File: config.mk
export PLATFORM = sky130hd
export DESIGN_NAME = lut_ff_mux_array
export DESIGN_NICKNAME = d
export VERILOG_FILES = /design/src/rtl/lut_ff_mux_pkg.sv /design/src/rtl/lut_ff_mux_lane.sv /design/src/rtl/lut_ff_mux_array.sv
export SDC_FILE = /design/constraint.sdc
export NUM_CORES = 1
export LEC_CHECK = 0
export ABC_AREA = 1
export ABC_CLOCK_PERIOD_IN_PS = 6700
export CORE_ASPECT_RATIO = 0.75
export CORE_MARGIN = 2
export CORE_UTILIZATION = 40
export CTS_BUF_LIST = sky130_fd_sc_hd__clkbuf_4 sky130_fd_sc_hd__clkbuf_8
export DETAILED_ROUTE_END_ITERATION = 6
export PLACE_DENSITY = 0.57
export SLEW_MARGIN = 10
export SYNTH_ARGS = -nofsm -noshare
export SYNTH_HDL_FRONTEND = slang
export SYNTH_SLANG_ARGS = --single-unit
File: constraint.sdc
create_clock -name clk -period 6.7 [get_ports clk]
set_clock_uncertainty 0.1 [all_clocks]
set_input_delay 1.34 -clock clk [delete_from_list [all_inputs] [get_ports clk]]
set_output_delay 1.34 -clock clk [all_outputs]
set_load 0.01 [all_outputs]
File: src/rtl/lut_ff_mux_pkg.sv
// Shared types and helpers for the LUT/FF/mux lane array.
package lut_ff_mux_pkg;
  localparam int MAX_CHANNELS = 16;

  typedef enum logic [1:0] {CFG_IDLE, CFG_SHIFT, CFG_DONE} cfg_state_t;

  function automatic int lut_mask_w(input int k);
    return 1 << k;
  endfunction
endpackage

File: src/rtl/lut_ff_mux_lane.sv
// One lane: K-input LUT, enable-gated register chain and a comb/registered output mux.
module lut_ff_mux_lane
  import lut_ff_mux_pkg::*;
#(
  parameter int LUT_K      = 4,
  parameter int PIPE_DEPTH = 1
) (
  input  logic                         clk,
  input  logic                         rst,
  input  logic [lut_mask_w(LUT_K)-1:0] mask_i,
  input  logic [LUT_K-1:0]             in_i,
  input  logic                         mux_sel_i,
  input  logic                         ff_en_i,
  input  logic                         valid_i,
  output logic                         q_o
);
  logic                  lut;
  logic [PIPE_DEPTH-1:0] stg_q, stg_d;

  assign lut = mask_i[in_i];

  always_comb begin
    stg_d = stg_q;
    if (ff_en_i) begin
      stg_d[0] = lut;
      for (int n = 1; n < PIPE_DEPTH; n++) stg_d[n] = stg_q[n-1];
    end
  end

  always_ff @(posedge clk or posedge rst) begin
    if (rst) stg_q <= '0;
    else     stg_q <= stg_d;
  end

  // Output stays low until a complete mask set has been committed.
  assign q_o = valid_i & (mux_sel_i ? lut : stg_q[PIPE_DEPTH-1]);
endmodule

File: src/rtl/lut_ff_mux_array.sv
// CHANNELS LUT/FF/mux lanes with serial mask loading through a shadow chain.
// Optional LUT_FF_MUX_CFG_READBACK_EN adds cfg_dout, streaming the displaced active masks.
module lut_ff_mux_array
  import lut_ff_mux_pkg::*;
#(
  parameter int CHANNELS   = 4,
  parameter int LUT_K      = 4,
  parameter int PIPE_DEPTH = 1
) (
  input  logic                      clk,
  input  logic                      rst,
  input  logic [CHANNELS*LUT_K-1:0] in,
  input  logic [CHANNELS-1:0]       mux_sel,
  input  logic [CHANNELS-1:0]       ff_en,
  input  logic                      cfg_start,
  input  logic                      cfg_din,
  output logic                      cfg_busy,
  output logic                      cfg_done,
  output logic                      cfg_valid,
`ifdef LUT_FF_MUX_CFG_READBACK_EN
  output logic                      cfg_dout,
`endif
  output logic [CHANNELS-1:0]       Q
);
  localparam int W     = lut_mask_w(LUT_K);
  localparam int TOTAL = CHANNELS * W;
  localparam int CW    = $clog2(TOTAL + 1);

  cfg_state_t                 state_q, state_d;
  logic [CW-1:0]              cnt_q, cnt_d;
  logic [TOTAL-1:0]           shadow_q, shadow_d;
  logic [CHANNELS-1:0][W-1:0] mask_q;
  logic                       valid_q;

  // Shift right with new bits entering at the top, so the first bit lands in lane 0 bit 0.
  always_comb begin
    state_d  = state_q;
    cnt_d    = cnt_q;
    shadow_d = shadow_q;
    case (state_q)
      CFG_IDLE: if (cfg_start) begin
        state_d = CFG_SHIFT;
        cnt_d   = '0;
      end
      CFG_SHIFT: begin
        shadow_d = {cfg_din, shadow_q[TOTAL-1:1]};
        cnt_d    = cnt_q + CW'(1);
        if (cnt_q == CW'(TOTAL - 1)) begin
          state_d = CFG_DONE;
          cnt_d   = '0;
        end
      end
      CFG_DONE: state_d = CFG_IDLE;
      default:  state_d = CFG_IDLE;
    endcase
  end

  always_ff @(posedge clk or posedge rst) begin
    if (rst) begin
      state_q  <= CFG_IDLE;
      cnt_q    <= '0;
      shadow_q <= '0;
      mask_q   <= '0;
      valid_q  <= 1'b0;
    end else begin
      state_q  <= state_d;
      cnt_q    <= cnt_d;
      shadow_q <= shadow_d;
      if (state_q == CFG_DONE) begin
        mask_q  <= shadow_q;
        valid_q <= 1'b1;
      end
    end
  end

  assign cfg_busy  = (state_q == CFG_SHIFT);
  assign cfg_done  = (state_q == CFG_DONE);
  assign cfg_valid = valid_q;

`ifdef LUT_FF_MUX_CFG_READBACK_EN
  localparam int IW = $clog2(TOTAL);
  logic [TOTAL-1:0] mask_flat;
  logic [IW-1:0]    rb_q, rb_d;

  assign mask_flat = mask_q;
  assign rb_d      = cfg_busy ? rb_q + IW'(1) : '0;

  always_ff @(posedge clk or posedge rst) begin
    if (rst) rb_q <= '0;
    else     rb_q <= rb_d;
  end

  // Independent pointer into the active masks, so readback never disturbs them.
  assign cfg_dout = cfg_busy & mask_flat[rb_q];
`endif

  for (genvar i = 0; i < CHANNELS; i++) begin : g_lane
    lut_ff_mux_lane #(
      .LUT_K      (LUT_K),
      .PIPE_DEPTH (PIPE_DEPTH)
    ) u_lane (
      .clk       (clk),
      .rst       (rst),
      .mask_i    (mask_q[i]),
      .in_i      (in[i*LUT_K +: LUT_K]),
      .mux_sel_i (mux_sel[i]),
      .ff_en_i   (ff_en[i]),
      .valid_i   (valid_q),
      .q_o       (Q[i])
    );
  end
endmodule

# Yosys cells after proc, flatten, opt, wreduce, memory -nomap -nowiden
# Index checks and enable logic that the tools add are counted.
[word_totals] register_bits=142 latch_bits=0 mem_bits_rw=0 romBits=0 inputBits=28 output_inout_bits=7 word_cells=48 n_memories=0
[classes] addsub=1 n_mul=0 div_mod_pow=0 n_lt_le_gt_ge=4 n_eq_ne=5 shift=0 mux=18 bitwise_logic=4 n_reduce_logical=4
[op_table] operator="4-bit by 5-bit less-than comparator with 1-bit output (second input constant)" n=4
[op_table] operator="1-bit binary-select mux with 4-bit select" n=4
[op_table] operator="7-bit two-way mux" n=2
[op_table] operator="7-bit one-hot mux with 2 select lines" n=1
[op_table] operator="1-bit two-way mux" n=8
[op_table] operator="7-bit by 1-bit adder with 7-bit output (second input constant)" n=1
[op_table] operator="7-bit by 6-bit equality test with 1-bit output (second input constant)" n=1
[op_table] operator="1-bit AND" n=4
[op_table] operator="2-bit two-way mux" n=2
[op_table] operator="2-bit one-hot mux with 2 select lines" n=1
[op_table] operator="2-bit AND reduction" n=2
[op_table] operator="2-bit by 1-bit equality test with 1-bit output (second input constant)" n=1
[op_table] operator="2-bit equality test (second input constant)" n=1
[op_table] operator="2-bit logical NOT" n=1
[op_table] operator="2-bit by 1-bit != test with 1-bit output (second input constant)" n=1
[op_table] operator="2-bit != test (second input constant)" n=1
[op_table] operator="2-bit nonzero test" n=1

# Longest topological paths before layout
[logic_depth] depth_word=4 depth_mapped=10 mapped_depth_nobuf=8

# By module
# Synthesis repeated with hierarchy kept, for this count alone.
[hier_totals] cells_unflattened=766 area_unflattened_um2=6453.7
[by_module_without_submodules] mod="lut_ff_mux_array" instances=1 cells_each=534 area_each_um2=5247.5
[by_module_without_submodules] mod="lut_ff_mux_lane" instances=4 cells_each=58 area_each_um2=301.5

# Least setup slack after synthesis
# Ideal clock, no wire load.
[synth_timing] path_kind="input -> output" startpoint="input port in[4]" endpoint="output port Q[1]" t_arrival_ps=2195 path_slack_ps=3065 cell_stages=10 path_buffers=2 cell_sequence="buf_2 inv_1 nand2_1 nand3_1 nand3_1 nand3_1 nand3_1 nand2_1 inv_1 buf_4"
[synth_via] elab_chain_cells=4
[synth_lines] item="start: declaration" line_no="lut_ff_mux_array.sv:12" text="input logic [CHANNELS*LUT_K-1:0] in,"
[synth_lines] item="1-bit binary-select mux with 4-bit select" line_no="lut_ff_mux_lane.sv:20" text="assign lut = mask_i[in_i];"
[synth_lines] item="1-bit two-way mux (not written as such)" line_no="lut_ff_mux_lane.sv:20"
[synth_lines] item="1-bit two-way mux" line_no="lut_ff_mux_lane.sv:36" text="assign q_o = valid_i & (mux_sel_i ? lut : stg_q[PIPE_DEPTH-1]);"
[synth_lines] item="1-bit AND" line_no="lut_ff_mux_lane.sv:36"
[synth_lines] item="end: declaration" line_no="lut_ff_mux_array.sv:23" text="output logic [CHANNELS-1:0] Q"
# No other way between the ends. The select of a mux whose other input is x is not followed.

# Worst setup path in the final report
[layout_timing] startpoint="input port in[8]" endpoint="output port Q[2]"
# The elaborated chain is that of the path after synthesis.

==> results_tabular.tex <==
\begin{tabular}{lr}
\hline
Metric & Value \\
\hline
\multicolumn{2}{l}{\textbf{Run status}} \\
Run status & finished clean \\
\multicolumn{2}{l}{\textbf{Min path}} \\
Path type of the worst min-delay path & flip-flop to flip-flop \\
\multicolumn{2}{l}{\textbf{Layout}} \\
Commonest cells after routing, fill and taps aside & nand2\_1 (283), dfrtp\_1 (142), inv\_1 (102), o21ai\_0 (101), nand3\_1 (57) \\
Final core area utilization & 46.5\% \\
Growth of design area from synthesis to finish & 13.9\% \\
Nets@finish & 807 \\
Diode count & 0 \\
Fraction of layout cells with a size suffix above 1 & 5.69\% \\
Most common library cell in the layout ignoring fill and taps & nand2\_1 \\
Post-layout instance count excluding filler cells & 996 \\
Number of filler instances in the final layout & 1,485 \\
\multicolumn{2}{l}{\textbf{Global route}} \\
Vias in the first global route & 4,823 \\
Global-route congestion overflow total & 0 \\
Largest net degree at the start of global routing & 100 \\
Aggregate global-route resource usage & 17.1\% \\
Antenna violations before repair & 0 \\
Global-route wire length before repair & 22.8 mm \\
\multicolumn{2}{l}{\textbf{Detailed routing}} \\
Avg Vias per Cell & 4.69 \\
Post-detailed-route wirelength per cell & 12.8 um \\
First-pass iteration count of the detailed router & 7 \\
Routed vias & 4,674 \\
DRC marker count from the first detailed-route iteration & 375 \\
Total Routed Length & 12.7 mm \\
Final antenna-violating net count & 0 \\
DR DRC count & 0 \\
\multicolumn{2}{l}{\textbf{Logic synthesis}} \\
Avg Inst Size Synth & 8.19 um2 \\
Mapped Nets & 786 \\
Number of synthesis warnings & 0 \\
Largest area contributor in the netlist & dfrtp\_1 \\
Count of mapped cells out of synthesis & 757 \\
Synth top area share & 57.3\% \\
Cell variety after synth & 23 \\
Flip-flop and latch count after synthesis & 142 \\
Most area-consuming cells after synthesis & dfrtp\_1 (57\%), nand2\_1 (17\%), o21ai\_0 (8.2\%) \\
Netlist area before placement & 0.00620 mm2 \\
Sequential area share after synthesis & 57.3\% \\
\multicolumn{2}{l}{\textbf{CTS}} \\
Cts bufs inserted & 17 \\
CTS sink cnt & 142 \\
Clock latency reported for the late side of the worst-skew pair & 0.43 ns \\
Clock root buffer & clkbuf\_8 \\
Number of levels the H-tree was split into & 4 \\
Max clock buf depth & 2 \\
Number of hold buffers added after CTS & 0 \\
Number of resized instances in the post-cts repair step & 0 \\
Post-CTS setup buffer count & 0 \\
Clock-pin slew on the worst setup and hold paths & 0.08 ns \\
CTS tree & yes \\
\multicolumn{2}{l}{\textbf{Timing}} \\
Worst-case hold slack & 0.381 ns \\
Summed negative setup slack over all endpoints & 0 ns \\
Fin crit period & 4.72 ns \\
Period Utilization, post-route & 70.5\% \\
Unrepaired setup endpoints after global routing & no \\
Worst rel slew slack & 32.6\% \\
Final-report hold violation count & 0 \\
Fin. max-slew vios & 0 \\
Maximum clock frequency & 212 MHz \\
Endpoints failing setup & 0 \\
Transition time at the pin with the least slew margin & 1.01 ns \\
\multicolumn{2}{l}{\textbf{Die}} \\
Starting density of the core & 40.8\% \\
Placement Rows & 39 \\
IO Pins & 35 \\
DIE WIDTH & 148 um \\
Core footprint & 0.0152 mm2 \\
Total die area & 0.0165 mm2 \\
Height of the die & 112 um \\
\multicolumn{2}{l}{\textbf{Critical path}} \\
Data arrival time at the worst-slack endpoint & 3.28 ns \\
CP Class & input pin to primary output \\
Largest fanout of any net on the critical path & 12 \\
Req. time, crit path & 5.26 ns \\
Startpoint type of the worst setup path & input pin \\
Setup crit end kind & primary output \\
\multicolumn{2}{l}{\textbf{Place}} \\
Instance count after placement with tap cells included & 964 \\
Number of I/O port buffers & 34 \\
Final estimated routing congestion in global placement & 0.740 \\
DPL Wire Length & 8.03 mm \\
\multicolumn{2}{l}{\textbf{Flow run}} \\
Max-cap violation count & 0 \\
\multicolumn{2}{l}{\textbf{Power}} \\
Cell area power density & 293 mW/mm2 \\
Maximum resistive drop on vdd & 0.000139 V \\
Static leakage power & 3.53 nW \\
\hline
\end{tabular}
area by class of cell:
type | instances | area, um2 | share of cell area [%]
Multi-Input combinational cell | 473 | 2050 | 29.0
Timing Repair Buffer | 37 | 363 | 5.14
Inverter | 107 | 408 | 5.78
Clock inverter | 9 | 134 | 1.90
Sequential cell | 142 | 3550 | 50.3
Clock buffer | 23 | 298 | 4.22
Tap cell | 205 | 256 | 3.63
metal layers:
metal / track usage, % / share of wire (%) / vias to the layer above
li1: - / - / 2372
met1: 24.2 / 53 / 2219
met2: 26.3 / 43 / 69
met3: 5.25 / 3.4 / 14
met4: 3.72 / 1.1 / 0
met5: 0 / 0 / -
report_power, final:
part	internal (mW)	switching, mW	total, mW
Clock	0.411	0.317	0.728
Combinational	0.105	0.164	0.268
Sequential	0.986	0.0891	1.08
Total	1.50	0.570	2.07
flip-flops by register name, summed over array words and instances, names as in the netlist:
| name | count |
|---|---|
| mask_q | 64 |
| shadow_q | 64 |
| cnt_q | 7 |
| g_lane.u_lane.stg_q | 4 |
| state_q | 2 |
| cfg_valid | 1 |
per-stage QoR:
stage,power (mW),area (um2),setup slack (ns)
6_report,2.07,7060,1.98
5_1_grt,2.20,7060,1.75
4_1_cts,2.10,7060,1.96
3_5_place_dp,1.36,6630,1.98
3_3_place_gp,1.34,6630,1.95
2_1_floorplan,1.27,6200,1.45
worst max-delay path: stages:
cell and delay, ns:
clkdlybuf4s50_1 0.71, inv_1 0.18, nand2_1 0.10, nand3_1 0.06, nand3_1 0.08, nand3_1 0.10
nand3_1 0.09, nand2_1 0.05, inv_1 0.05, clkdlybuf4s50_1 0.52
synthesized netlist by cell type:
cell and number:
buf_4 11, xor2_1 1, buf_2 11, dfrtp_1 142, a21oi_2 1, o21ai_1 8
nand3_1 57, ha_1 1, xnor2_1 1, o22ai_1 1, buf_6 1, nor2_1 11
clkbuf_1 12, nand4_1 2, nand2_1 283, inv_2 4, o21a_1 1, nand2_4 1
o21ai_0 101, nor2_4 2, a21oi_1 1, inv_1 103, or3_4 1
cell families after synthesis:
| family | after synthesis | synth area share, % |
|---|---|---|
| flops | 142 | 57.3 |
| fa+ha+maj | 1 | 0.202 |
| xor+xnor | 2 | 0.283 |
| compound gates | 113 | 9.25 |
| buf+inv | 142 | 9.61 |
| simple gates | 357 | 23.3 |
final timing paths:
kind | start | to | slack [ns] | depth (start not counted)
worst max-delay path | in[8] | Q[2] | 1.98 | 10
worst min-delay path | shadow_q[0] | shadow_q[0] | 0.38 | 2
worst max register to register | state_q[0] | cnt_q[5] | 3.55 | 8
worst min register to register | shadow_q[0] | shadow_q[0] | 0.38 | 2
max in group asynchronous | rst | shadow_q[13] | 3.98 | 3
min in group asynchronous | rst | mask_q[10] | 1.37 | 2
Note: power is estimated with default switching activity, not from simulation.
